===== config.mk =====
export PLATFORM = sky130hd
export DESIGN_NAME = count_seq_ctrl
export DESIGN_NICKNAME = d
export VERILOG_FILES = /design/src/rtl/count_ctrl_pkg.sv /design/src/rtl/up_counter_core.sv /design/src/rtl/count_seq_ctrl.sv
export SDC_FILE = /design/constraint.sdc
export NUM_CORES = 1
export LEC_CHECK = 0
export ABC_CLOCK_PERIOD_IN_PS = 2300
export BUFFER_PORTS_ARGS = -buffer_cell sky130_fd_sc_hd__clkbuf_2
export CAP_MARGIN = 40
export CORE_MARGIN = 5
export CORE_UTILIZATION = 25
export DETAILED_ROUTE_END_ITERATION = 10
export PLACE_DENSITY = 0.42
export SYNTH_ARGS = -nofsm -noshare
export SYNTH_HDL_FRONTEND = slang
export SYNTH_SLANG_ARGS = --single-unit

===== constraint.sdc =====
create_clock -name clk -period 2.3 [get_ports clk]
set_input_delay 0.23 -clock clk [delete_from_list [all_inputs] [get_ports clk]]
set_output_delay 0.23 -clock clk [all_outputs]
set_load 0.005 [all_outputs]

===== src/rtl/count_ctrl_pkg.sv =====
// rtl/count_ctrl_pkg.sv - shared state encoding and defaults for count_seq_ctrl
// Contents: DEFAULT_WIDTH, state encoding localparams, state_t, state decode helpers.
package count_ctrl_pkg;

   localparam int DEFAULT_WIDTH = 4;

   localparam logic [2:0] ST_IDLE_ENC  = 3'd0;
   localparam logic [2:0] ST_ARMED_ENC = 3'd1;
   localparam logic [2:0] ST_RUN_ENC   = 3'd2;
   localparam logic [2:0] ST_HOLD_ENC  = 3'd3;
   localparam logic [2:0] ST_DONE_ENC  = 3'd4;

   typedef enum logic [2:0] {
      ST_IDLE  = ST_IDLE_ENC,
      ST_ARMED = ST_ARMED_ENC,
      ST_RUN   = ST_RUN_ENC,
      ST_HOLD  = ST_HOLD_ENC,
      ST_DONE  = ST_DONE_ENC
   } state_t;

   // The counter is owned by a run while counting or paused.
   function automatic logic is_busy(input state_t s);
      return (s == ST_RUN) || (s == ST_HOLD);
   endfunction

   // A new configuration may only replace the old one when no run is active.
   function automatic logic accepts_cfg(input state_t s);
      return (s == ST_IDLE) || (s == ST_ARMED) || (s == ST_DONE);
   endfunction

endpackage


===== src/rtl/up_counter_core.sv =====
// rtl/up_counter_core.sv - free-running up-counter datapath with clear and enable
// Ports: clk, rst (sync, active-high), clr (wins over en), en (increment), c (count).
module up_counter_core
   import count_ctrl_pkg::*;
#(
   parameter int WIDTH = DEFAULT_WIDTH
) (
   input  logic             clk,
   input  logic             rst,
   input  logic             clr,
   input  logic             en,
   output logic [WIDTH-1:0] c
);

   always_ff @(posedge clk) begin
      if (rst) begin
         c <= '0;
      end else if (clr) begin
         c <= '0;
      end else if (en) begin
         c <= c + WIDTH'(1);
      end
   end

endmodule


===== src/rtl/count_seq_ctrl.sv =====
// rtl/count_seq_ctrl.sv - sequencing controller that owns the up-counter clear and enable
// Ports: clk, rst (sync, active-high); cfg_valid/cfg_ready/cfg_limit/cfg_reload config
// handshake; start, pause (level), abort controls; c count, tc terminal pulse,
// done one-shot complete level, busy (RUN or HOLD).
module count_seq_ctrl
   import count_ctrl_pkg::*;
#(
   parameter int WIDTH = DEFAULT_WIDTH
) (
   input  logic             clk,
   input  logic             rst,
   input  logic             cfg_valid,
   output logic             cfg_ready,
   input  logic [WIDTH-1:0] cfg_limit,
   input  logic             cfg_reload,
   input  logic             start,
   input  logic             pause,
   input  logic             abort,
   output logic [WIDTH-1:0] c,
   output logic             tc,
   output logic             done,
   output logic             busy
);

   state_t           state;
   state_t           state_nxt;
   logic [WIDTH-1:0] limit;
   logic             reload;

   logic cfg_hs;
   logic cfg_load;
   logic at_limit;
   logic cnt_clr;
   logic cnt_en;
   logic tc_nxt;

   assign cfg_hs   = cfg_valid && cfg_ready;
   assign at_limit = (c == limit);

   // Next-state and counter-control decode, in priority order: abort, config
   // handshake, pause, start, count. Abort has nothing to undo in IDLE, so a
   // handshake offered there is still taken.
   always_comb begin
      state_nxt = state;
      cfg_load  = 1'b0;
      cnt_clr   = 1'b0;
      cnt_en    = 1'b0;
      tc_nxt    = 1'b0;

      if (abort && (state != ST_IDLE)) begin
         state_nxt = ST_IDLE;
         cnt_clr   = 1'b1;
      end else if (cfg_hs) begin
         state_nxt = ST_ARMED;
         cfg_load  = 1'b1;
         cnt_clr   = 1'b1;
      end else begin
         case (state)
            ST_IDLE: begin
               state_nxt = ST_IDLE;
            end
            ST_ARMED, ST_DONE: begin
               // pause is not looked at here; it takes effect once in RUN.
               if (start) begin
                  state_nxt = ST_RUN;
                  cnt_clr   = 1'b1;
               end
            end
            ST_RUN, ST_HOLD: begin
               // Leaving HOLD is itself a counting edge, so every HOLD cycle
               // costs exactly one cycle of latency.
               if (pause) begin
                  state_nxt = ST_HOLD;
               end else begin
                  state_nxt = ST_RUN;
                  if (!at_limit) begin
                     cnt_en = 1'b1;
                  end else begin
                     tc_nxt = 1'b1;
                     if (reload) begin
                        cnt_clr = 1'b1;
                     end else begin
                        state_nxt = ST_DONE;
                     end
                  end
               end
            end
            default: begin
               state_nxt = ST_IDLE;
               cnt_clr   = 1'b1;
            end
         endcase
      end
   end

   // Status outputs are registered from the next state so they line up with
   // the state register without any path from the inputs.
   always_ff @(posedge clk) begin
      if (rst) begin
         state     <= ST_IDLE;
         limit     <= '0;
         reload    <= 1'b0;
         tc        <= 1'b0;
         done      <= 1'b0;
         busy      <= 1'b0;
         cfg_ready <= 1'b1;
      end else begin
         state     <= state_nxt;
         tc        <= tc_nxt;
         done      <= (state_nxt == ST_DONE);
         busy      <= is_busy(state_nxt);
         cfg_ready <= accepts_cfg(state_nxt);
         if (cfg_load) begin
            limit  <= cfg_limit;
            reload <= cfg_reload;
         end
      end
   end

   up_counter_core #(
      .WIDTH (WIDTH)
   ) u_core (
      .clk (clk),
      .rst (rst),
      .clr (cnt_clr),
      .en  (cnt_en),
      .c   (c)
   );

endmodule


After elaboration in Yosys (flattened, before gate mapping)
Cells that the tools add are included.
- reductions and logical operators: 12
- muxes and demuxes: 22
- add/subtract/negate cells: 1
- shift operators: 0
- bitwise logic cells: 1
- magnitude comparators: 0
- divide/modulo/power cells: 0
- eq/ne operators: 9
- $mul: 0
- operators by type and width (kind ; count):
    $mux W3 ; 6
    $mux W1 ; 14
    $eq A3 B2 Y1 const B ; 4
    $eq A3 B1 Y1 const B ; 2
    $eq A3 B3 Y1 const B ; 2
    $logic_not A3 Y1 ; 2
    $pmux W3 S2 ; 1
    $reduce_or A2 Y1 ; 3
    $reduce_or A5 Y1 ; 1
    $add A4 B1 Y4 const B ; 1
    $eq A4 B4 Y1 ; 1
    $logic_or A1 B1 Y1 ; 3
    $pmux W1 S3 ; 1
    $reduce_bool A3 Y1 ; 1
    $logic_and A1 B1 Y1 ; 2
    $not A1 Y1 ; 1
- register bits: 16
- input port bits: 11
- latch bits: 0
- output and inout bits: 8
- word-level logic and storage cells: 53
- bits in read-only memories: 0
- memory bits (writable): 0
- memories: 0

Logic depth before layout (Yosys ltp)
- word-level depth: 9
- depth in mapped cells: 5
- depth with buffers taken out: 4

Modules after synthesis
A second synthesis with hierarchy kept.
- cells, all modules: 82
- area total of the unflattened synthesis: 763.2 um^2
- by module, submodules not included (module ; area an instance (um^2) ; cells an instance ; sequential area each (um^2) ; instances):
    count_seq_ctrl ; 585.6 ; 65 ; 240.2 ; 1
    up_counter_core ; 177.7 ; 17 ; 80.1 ; 1

Worst setup path after synthesis
OpenSTA, ideal clock, no wires.
- path type: register to register
- from: register u_core.c[0]
- to: register u_core.c[2]
- stages on the path, launching flop included: 6
- setup time: 0.125 ns
- slack: 0.806 ns
- data arrival time: 1.369 ns
- buffers on the path: 1
- clock period less this slack: 1.494 ns
- path through: dfxtp_1 -> xor2_1 -> nor4_1 -> buf_2 -> a311o_1 -> a21oi_1
- longest elaborated chain between the ends: 7
- elaborated cells on any way between the ends: 13
- ends and longest elaborated chain (item ; line ; text):
    start: declaration ; up_counter_core.sv:12 ; output logic [WIDTH-1:0] c
    start signal: assignment ; up_counter_core.sv:21 ; c <= c + WIDTH'(1);
    $eq A4 B4 Y1 ; count_seq_ctrl.sv:38 ; assign at_limit = (c == limit);
    $mux W1 ; count_seq_ctrl.sv:76 ; if (!at_limit) begin
    $mux W1 ; count_seq_ctrl.sv:72 ; if (pause) begin
    $pmux W1 S3 ; count_seq_ctrl.sv:58 ; case (state)
    $mux W1 ; count_seq_ctrl.sv:53 ; end else if (cfg_hs) begin
    $mux W1 ; count_seq_ctrl.sv:50 ; if (abort && (state != ST_IDLE)) begin
    $reduce_or A2 Y1 (no source line) ; n/a ;
Parallel ways exist; a longest one is shown, timed or not.
A chain may end at the register's enable or synchronous reset.

Worst setup path after layout
- from: register u_core.c[1]
- to: register u_core.c[3]
Same word-level chain as after synthesis.

==> impl_metrics.yaml <==
worst_setup_path:
  max_stage_delay_ns: 0.51
  crit_required_ns: 2.53
  cp-start-kind: "flip-flop"
  end_kind: "flip-flop"
  crit_arrival_ns: 1.80
  cp_cell_sequence: "xor2_1 > nor4_1 > buf_4 > or4_4 > a21oi_2"
  critPathMaxFanout: 12
  worstSetupPathType: "reg -> reg"
  slowest_stage: "or4_4"
final_layout:
  layout_common_cells: "clkbuf_2, dfxtp_1, nor2_1"
  stdcell_count: 134
  final_common_cell: "clkbuf_2"
  n_antenna_cell: 0
  layout-drive-gt1-share: 0.297
  multi_input_comb_area_um2: 418
  nFillCells: 313
  regArea_um2: 320
  nNetsFinal: 114
  design_area_um2: 917
  area_growth_pct: 22.0
global_routing:
  grt_remaining_overflow: 0
  grtUsageTotal: 0.0895
  grt_pass1_wl_um: 2860
  grt_pass1_vias: 634
  antenna_found_initial: 0
  grt_max_degree: 13
drt:
  via_count: 655
  drc_errors: 0
  wire_per_inst_um: 12.6
  drt_wl_total_um: 1690
  dr.first_iter.drc_count: 30
  avgViaCountPerCell: 4.89
  drtPass1Iterations: 4
  antenna_left: 0
power_and_ir_drop:
  p_int_w: 0.000413
  p_per_area_mw_per_mm2: 601
  switching_share: 0.251
  switchingPower_w: 0.000139
  comb_power_share: 0.121
  seqPwrFrac: 0.532
  clkPwrFrac: 0.347
  power.total_w: 0.000552
  leakagePower_nw: 0.393
  irDropWorstVdd_mv: 0.315
logic_synthesis:
  synth.avg_cell_area_um2: 9.40
  synth_top_cell_by_area: "dfxtp_1"
  synth_top_area_frac: 0.426
  synth_nets: 92
  synth-simple-area-share: 0.225
  yosysUniqueCellTypes: 33
  synth_compound_area_frac: 0.190
  ys_ff_latch: 16
  syn_inst: 80
  ys_seq_area_frac: 0.426
  synthTopCellsByArea: "dfxtp_1, mux2i_1, nor2_1"
  yosysWarnings: 0
  synth_top_family_by_area: "simple AND/OR/NAND/NOR gates"
  syn-cell-area_um2: 752
  synthXorXnorAreaFrac: 0.0582
  synth_adder_area_share: 0.0166
  synth_mux_area_frac: 0.0666
floorplanning:
  fp.dieW_um: 64.8
  rows: 20
  start_util: 0.253
  core_region_area_mm2: 0.00298
  io_pins: 19
  die_h_um: 64.8
  dieArea_mm2: 0.00420
timing:
  hold_violations: 0
  relSlewSlack: 0.764
  tns_ns: 0
  max_freq_ghz: 0.636
  tightest_slew_ns: 0.355
  finalCriticalPeriod_ns: 1.57
  fin_skew_ns: 0.00461
  layout_setup_ws_ns: 0.729
  rsz0062_at_grt: "no"
  period_share: 0.683
  maxSlewViolCount: 0
  final-setup-viol-count: 0
placement:
  place_ws_ns: 0.777
  hpwl_um: 1290
  dpl_cell_area_um2: 881
  post-place-cells: 130
  io_buffers: 18
  globalplace.congestion: 0.796
clock_network:
  clkTransAtPathRegs_ns: 0.10
  holdBufCountCts: 0
  root_buffer: "clkbuf_4"
  clk_path_buf_depth: 2
  cts_tree: "yes"
  cts_setup_buffers: 0
  h-tree-depth: 1
  clock_latency_ns: 0.29
  cts_buffers: 3
  cts.sinks: 16
  cts_resized: 0
flow_run:
  maxCapViolations: 0
hold_path:
  hp-class: "in -> reg"
outcome:
  status: "completed"
flip-flops by register name, indices dropped and copies added (netlist names):
signal     cells
busy           1
u_core.c       4
done           1
limit          4
reload         1
cfg_ready      1
tc             1
state          3
area by class of cell:
| type | instances | area share |
|---|---|---|
| well taps | 33 | 0.0450 |
| inverters | 1 | 0.00409 |
| flip-flops and latches | 16 | 0.349 |
| clock buffers | 4 | 0.0396 |
| repair buffers | 19 | 0.106 |
| multi-input cells | 61 | 0.456 |
cell families (layout without fill, tap and decap cells):
group	count (synthesis)	in the layout
AOI/OAI and AO/OA	21	21
xor gates and xnor gates	5	5
adders and majority gates	1	1
buffers and inverters	3	24
DFF	16	16
muxes	5	5
and+or+nand+nor	29	29
synthesized netlist by cell type (all sizes together):
library cell   n
dfxtp         16
nor2          11
a21oi          6
mux2i          5
o21ai          4
xor2           4
nand2          3
nand2b         3
o31ai          3
buf            2
nor3           2
o21ba          2
or4            2
a21boi         1
a21o           1
a22oi          1
a311o          1
a31oi          1
and3           1
ha             1
inv            1
nand3          1
nor2b          1
nor3b          1
nor4           1
nor4b          1
o21bai         1
or3            1
or3b           1
xnor2          1
metal layers:
metal,GRT usage,share of wire
met1,0.110,0.48
met2,0.134,0.45
met3,0.0433,0.062
met4,0.0343,0.011
met5,0,0
power groups by stage:
stage / Clock [W] / Combinational (W) / Sequential (W)
after global routing: 0.000212 / 0.0000748 / 0.000295
after detailed placement: 0 / 0.0000670 / 0.000300
final: 0.000191 / 0.0000666 / 0.000294
after global placement: 0 / 0.0000665 / 0.000300
after floorplan: 0 / 0.0000441 / 0.000298
after CTS: 0.000202 / 0.0000673 / 0.000294
final timing paths:
path / endpoint / cells after the start / startpoint / slack [ns]
hold / removal: state[2] / 2 / abort / 0.17
setup reg to reg: u_core.c[3] / 5 / u_core.c[1] / 0.73
hold reg to reg: limit[2] / 2 / limit[2] / 0.53
setup / recovery: u_core.c[3] / 5 / u_core.c[1] / 0.73
worst max-delay path: cells and delay by family, from the launching register on:
kind	cells	cell delay, ns
AOI/OAI and AO/OA	1	0.14
xor gates and xnor gates	1	0.18
buffers and inverters	1	0.17
DFF	1	0.44
and+or+nand+nor	2	0.58
metrics by stage:
stage               hold slack (ns)   util
floorplan                     0.302      -
global placement              0.467  0.296
detailed placement            0.481  0.296
CTS                           0.160  0.308
global route                  0.176  0.308
finish                        0.170  0.308
(Power assumes the default switching activity.)
